$ cat src/rtl/aes128_pkg.sv
// Shared definitions for the AES-128 inverse key schedule.
//   aes_ks_state_e : FSM state encoding (IDLE, FWD, REV)
//   AES_NR, AES_NK : AES-128 geometry
//   aes_rcon()     : round constant table, Rcon[1..10]
//   gf_mul()       : GF(2^8) multiply modulo x^8+x^4+x^3+x+1
package aes128_pkg;

  localparam int AES_NR = 10;
  localparam int AES_NK = 4;

  typedef enum logic [1:0] {
    ST_IDLE = 2'd0,
    ST_FWD  = 2'd1,
    ST_REV  = 2'd2
  } aes_ks_state_e;

  // Round constant for round r; rounds outside 1..10 yield 0.
  function automatic logic [7:0] aes_rcon(input logic [3:0] r);
    logic [7:0] rc;
    case (r)
      4'd1:    rc = 8'h01;
      4'd2:    rc = 8'h02;
      4'd3:    rc = 8'h04;
      4'd4:    rc = 8'h08;
      4'd5:    rc = 8'h10;
      4'd6:    rc = 8'h20;
      4'd7:    rc = 8'h40;
      4'd8:    rc = 8'h80;
      4'd9:    rc = 8'h1b;
      4'd10:   rc = 8'h36;
      default: rc = 8'h00;
    endcase
    return rc;
  endfunction

  // Shift-and-add multiply with reduction after every doubling.
  function automatic logic [7:0] gf_mul(input logic [7:0] a, input logic [7:0] b);
    logic [7:0] p;
    logic [7:0] aa;
    p  = 8'h00;
    aa = a;
    for (int i = 0; i < 8; i++) begin
      if (b[i]) p = p ^ aa;
      aa = {aa[6:0], 1'b0} ^ (aa[7] ? 8'h1b : 8'h00);
    end
    return p;
  endfunction

endpackage

$ cat src/rtl/aes_sbox.sv
// AES forward S-box, purely combinational.
//   data : input byte
//   sub  : substituted byte
// The multiplicative inverse is formed as data^254 by a fixed
// square-and-multiply chain (0 maps to 0 naturally), followed by the
// FIPS-197 affine transform.
module aes_sbox
  import aes128_pkg::*;
(
  input  logic [7:0] data,
  output logic [7:0] sub
);

  logic [7:0] x2, x3, x6, x12, x15, x30, x60, x120, x240, x252, inv;

  always_comb begin
    x2   = gf_mul(data, data);
    x3   = gf_mul(x2, data);
    x6   = gf_mul(x3, x3);
    x12  = gf_mul(x6, x6);
    x15  = gf_mul(x12, x3);
    x30  = gf_mul(x15, x15);
    x60  = gf_mul(x30, x30);
    x120 = gf_mul(x60, x60);
    x240 = gf_mul(x120, x120);
    x252 = gf_mul(x240, x12);
    inv  = gf_mul(x252, x2);
  end

  // b = inv ^ rotl1 ^ rotl2 ^ rotl3 ^ rotl4 ^ 0x63
  assign sub = inv
             ^ {inv[6:0], inv[7]}
             ^ {inv[5:0], inv[7:6]}
             ^ {inv[4:0], inv[7:5]}
             ^ {inv[3:0], inv[7:4]}
             ^ 8'h63;

endmodule

$ cat src/rtl/aes128_inv_key_sched.sv
// AES-128 key schedule that delivers round keys in decryption order.
//   clk, reset  : clock, asynchronous active-low reset
//   start       : load cipher_key and begin (sampled in IDLE only)
//   cipher_key  : 128-bit key, w0 = [127:96]
//   busy        : FSM not in IDLE
//   rk_valid    : round_key/rk_index valid (held in REV)
//   rk_ready    : consumer accept
//   rk_index    : round number of round_key, 10 down to 0
//   round_key   : current round key
//   done        : one-cycle pulse after key 0 is accepted
// Handshake: a key transfers on every rising edge where rk_valid and
// rk_ready are both high; while rk_valid is high and rk_ready low,
// round_key and rk_index hold.
// FWD runs the forward recurrence up to key 10; REV walks it back one
// key per accepted transfer. A single key register and a single
// SubWord datapath serve both directions.
module aes128_inv_key_sched
  import aes128_pkg::*;
(
  input  logic         clk,
  input  logic         reset,
  input  logic         start,
  input  logic [127:0] cipher_key,
  output logic         busy,
  output logic         rk_valid,
  input  logic         rk_ready,
  output logic [3:0]   rk_index,
  output logic [127:0] round_key,
  output logic         done
);

  localparam logic [3:0] LAST_FWD = 4'(AES_NR - 1);

  aes_ks_state_e state_q, state_d;
  logic [127:0]  key_q, key_d;
  logic [3:0]    rnd_q, rnd_d;
  logic          done_q, done_d;

  logic [31:0]  w0, w1, w2, w3, rec_w3, rot_src, rot_w, sub_w, t_w;
  logic [3:0]   rc_idx;
  logic [127:0] fwd_key, inv_key, step_key;
  logic         is_rev;

  assign {w0, w1, w2, w3} = key_q;
  assign is_rev = (state_q == ST_REV);

  // In REV the word fed to SubWord is the recovered w3 of the previous
  // key, which is w3'^w2' of the current one.
  assign rec_w3  = w3 ^ w2;
  assign rot_src = is_rev ? rec_w3 : w3;
  assign rot_w   = {rot_src[23:0], rot_src[31:24]};

  for (genvar i = 0; i < 4; i++) begin : g_subword
    aes_sbox u_sbox (
      .data (rot_w[8*i +: 8]),
      .sub  (sub_w[8*i +: 8])
    );
  end

  // FWD builds key rnd_q+1; REV undoes key rnd_q.
  assign rc_idx = is_rev ? rnd_q : rnd_q + 4'd1;
  assign t_w    = sub_w ^ {aes_rcon(rc_idx), 24'h0};

  always_comb begin
    fwd_key[127:96] = w0 ^ t_w;
    fwd_key[95:64]  = w1 ^ fwd_key[127:96];
    fwd_key[63:32]  = w2 ^ fwd_key[95:64];
    fwd_key[31:0]   = w3 ^ fwd_key[63:32];
    inv_key         = {w0 ^ t_w, w1 ^ w0, w2 ^ w1, rec_w3};
  end

  assign step_key = is_rev ? inv_key : fwd_key;

  always_comb begin
    state_d = state_q;
    key_d   = key_q;
    rnd_d   = rnd_q;
    done_d  = 1'b0;
    case (state_q)
      ST_IDLE: begin
        if (start) begin
          key_d   = cipher_key;
          rnd_d   = 4'd0;
          state_d = ST_FWD;
        end
      end
      ST_FWD: begin
        key_d = step_key;
        rnd_d = rnd_q + 4'd1;
        if (rnd_q == LAST_FWD) state_d = ST_REV;
      end
      ST_REV: begin
        if (rk_ready) begin
          if (rnd_q == 4'd0) begin
            state_d = ST_IDLE;
            done_d  = 1'b1;
          end else begin
            key_d = step_key;
            rnd_d = rnd_q - 4'd1;
          end
        end
      end
      default: state_d = ST_IDLE;
    endcase
  end

  always_ff @(posedge clk or negedge reset) begin
    if (!reset) begin
      state_q <= ST_IDLE;
      key_q   <= '0;
      rnd_q   <= '0;
      done_q  <= 1'b0;
    end else begin
      state_q <= state_d;
      key_q   <= key_d;
      rnd_q   <= rnd_d;
      done_q  <= done_d;
    end
  end

  assign busy      = (state_q != ST_IDLE);
  assign rk_valid  = is_rev;
  assign rk_index  = rnd_q;
  assign round_key = key_q;
  assign done      = done_q;

endmodule

$ cat config.mk
export PLATFORM = sky130hd
export DESIGN_NAME = aes128_inv_key_sched
export DESIGN_NICKNAME = d
export VERILOG_FILES = /design/src/rtl/aes128_pkg.sv /design/src/rtl/aes_sbox.sv /design/src/rtl/aes128_inv_key_sched.sv
export SDC_FILE = /design/constraint.sdc
export NUM_CORES = 2
export LEC_CHECK = 0
export ABC_CLOCK_PERIOD_IN_PS = 34800
export CAP_MARGIN = 20
export CORE_ASPECT_RATIO = 1.5
export CORE_MARGIN = 3
export CORE_UTILIZATION = 30
export CTS_CLUSTER_SIZE = 8
export DETAILED_ROUTE_END_ITERATION = 7
export PLACE_DENSITY = 0.43
export SYNTH_ARGS = -nofsm -noshare
export SYNTH_HDL_FRONTEND = slang
export SYNTH_SLANG_ARGS = --single-unit
export TNS_END_PERCENT = 5
$ cat constraint.sdc
create_clock -name clk -period 34.8 [get_ports clk]
set_input_delay 8.7 -clock clk [delete_from_list [all_inputs] [get_ports clk]]
set_output_delay 8.7 -clock clk [all_outputs]
set_load 0.02 [all_outputs]
==> impl_metrics.env <==
export IMPL_synth_flop_cell="dfrtp_1"
export IMPL_wl_met3_mm=8.81
export IMPL_wl_met1_mm=97.1
export IMPL_first_pass_iters=5
export IMPL_place_congestion=0.844
export IMPL_synth_largest_area_cell="xnor2_1"
export IMPL_clockBufferDepth=2
export IMPL_end_kind="register"
export IMPL_worst_pin_slew_ns=1.11
export IMPL_grt_remaining_overflow=0
export IMPL_coreArea_mm2=0.205
export IMPL_die_area_mm2=0.212
export IMPL_holdBufCountCts=0
export IMPL_ys_ff_latch=135
export IMPL_rsz0062_at_grt="false"
export IMPL_path_clk_slew_ns=0.07
export IMPL_clk_latency_ns=0.46
export IMPL_fillers=21696
export IMPL_status="completed"
export IMPL_fin_nets=7966
export IMPL_cts_num_sinks=135
export IMPL_synthMuxAreaShare_pct=3.76
export IMPL_ys_seq_area_share_pct=5.45
export IMPL_tritoncts="yes"
export IMPL_tns_ns=0
export IMPL_final_hold_violation_count=0
export IMPL_synth_compound_area_share_pct=18.2
export IMPL_cts_resized=0
export IMPL_yosys_cell_count_top_type="xnor2_1"
export IMPL_yosys_area_share_simple_pct=21.8
export IMPL_htreeDepth=4
export IMPL_path_common_cell="xnor3_1"
export IMPL_die_w_um=377
export IMPL_setup_viol=0
export IMPL_start_kind="register"
export IMPL_synth_cell_types=131
export IMPL_min_period_ns=26.08
export IMPL_timing_critical_path_buf_inv=12
export IMPL_synth_xor_area_share_pct=45.0
export IMPL_drt_initial_drc_count=3427
export IMPL_slowest_stage="xor2_1"
export IMPL_cts_setup_buffers=0
export IMPL_yosys_warnings=0
export IMPL_drive_above_1_share_pct=7.90
export IMPL_cts_made_buffers=17
export IMPL_r2r_slack_ns=8.72
export IMPL_path_max_fanout=38
export IMPL_crit_type="register to register"
export IMPL_cp_required_ns=35.13
export IMPL_hpwl_mm=169
export IMPL_maxCapViolations=0
export IMPL_syn_num_nets=8037
export IMPL_top_layer="met5"
export IMPL_async_flop_share_pct=100
export IMPL_postSynthAreaPerCell_um2=7.88
export IMPL_antenna_left=0
export IMPL_wl_met2_mm=113
export IMPL_ios=267
export IMPL_synth_common_cells="xnor2_1, nor2_1, nand2_1"
export IMPL_maxSlewViolCount=0
export IMPL_synthAdderAreaFrac_pct=0.892
export IMPL_wire_per_inst_um=21.4
export IMPL_synth_edf_count=0
export IMPL_synth_top_family_by_area="XOR/XNOR gates"
export IMPL_syn_inst=7864
export IMPL_grt_pass1_vias=54699
export IMPL_dieHeight_um=563
export IMPL_netlist_area_leader_share_pct=18.1
export IMPL_cp_arrival_ns=26.41
export IMPL_hold_path_class="register to register"
export IMPL_vias=56469
export IMPL_rows=203
export IMPL_routed_via_density=5.39
export IMPL_initial_core_util_pct=30.3
export IMPL_drc=0
export IMPL_timing_final_crit_share_pct=74.9
export IMPL_multi_input_area_mm2=0.0558
export IMPL_seq_area_mm2=0.00338
export IMPL_wl_mm=224
export IMPL_antenna_found_initial=12
export IMPL_grt_pass1_wl_mm=342
export IMPL_syn_cell_area_mm2=0.0620
export IMPL_root_buffer="clkbuf_16"
export IMPL_cp_top_family="XOR/XNOR gates"
export IMPL_max_stage_delay_ns=0.75
export IMPL_grt_usage_pct=20.3
export IMPL_synth_area_leaders="xnor2_1, xnor3_1, xor2_1"
export IMPL_grt_max_degree=100
export IMPL_slew_headroom_pct=25.9
export IMPL_fmax_mhz=38.3
export IMPL_skew_ns=0.0169
export IMPL_area_growth_pct=9.72
export IMPL_port_buffers=266
-- layout by cell type, fill, tap and decap left out, types with 38 or more instances in the layout --
cell,instances
buf_4,224
nand2b_1,101
a211oi_1,71
nor3_1,212
a31oi_1,49
o211ai_1,106
and3_1,122
nand2_1,724
xnor2_1,1270
clkdlybuf4s50_1,265
nand3_1,236
a22oi_1,52
nand4_1,45
ha_1,38
nor2b_1,56
o21ai_0,304
o21a_1,50
dfrtp_1,135
and2_1,78
or3_1,66
a32oi_1,42
nand3b_1,57
mux2i_1,189
o22ai_1,116
nor2_1,891
xnor2_2,91
a21oi_1,370
xnor3_1,395
xor3_1,50
inv_1,104
xor2_1,393
-- registers in the layout, indices dropped and copies added, names as in the netlist --
register / count
done: 1
state_q: 2
rk_index: 4
round_key: 128
-- cell type report --
cell class | count | area share (%)
clock buffers | 21 | 0.677
inverters | 122 | 0.677
repair buffers | 493 | 6.47
flip-flops and latches | 135 | 4.97
multi-input cells | 7024 | 82.0
diodes | 3 | 0.0110
well taps | 2665 | 4.90
clock inverters | 11 | 0.287
-- logic make-up after synthesis --
kind of cell,after synthesis
muxes,227
adders and majority gates,45
and+or+nand+nor,2823
xor gates and xnor gates,2288
DFF,135
buffers and inverters,705
AOI/OAI and AO/OA,1641
-- tightest hold or removal path: stages, from the launching register on --
cell and delay, ns:
dfrtp_1 0.41, nand2_1 0.06, o21ai_0 0.06
-- per-layer routing --
metal	GRT usage, %	up-vias
li1	-	27487
met1	25.5	27518
met2	37.0	1257
met3	2.12	191
met4	4.44	16
met5	0	-
-- metrics by stage --
step | setup WS [ns] | instances | hold WS (ns) | cell area, um^2 | utilization (%)
after detailed placement | 8.89 | 10434 | 0.570 | 67300 | 32.9
after global routing | 6.76 | 10471 | 0.595 | 68000 | 33.2
final | 8.72 | 10474 | 0.576 | 68000 | 33.2
after global placement | 9.17 | 10433 | 0.571 | 67300 | 32.9
after floorplan | 13.89 | 7864 | 0.616 | 62000 | -
after CTS | 8.71 | 10466 | 0.586 | 67900 | 33.2
-- worst paths after layout --
check / startpoint / cells past startpoint / endpoint
worst max-delay path: state_q[0] / 78 / round_key[91]
worst min-delay path: round_key[121] / 2 / round_key[121]
worst max register to register: state_q[0] / 78 / round_key[91]
worst min register to register: round_key[121] / 2 / round_key[121]
max in group asynchronous: reset / 2 / round_key[18]
min in group asynchronous: reset / 1 / round_key[99]
Power is left out: the tool's default activity adds up to more than one toggle a clock period on the data nets, which glitch-free logic cannot reach.
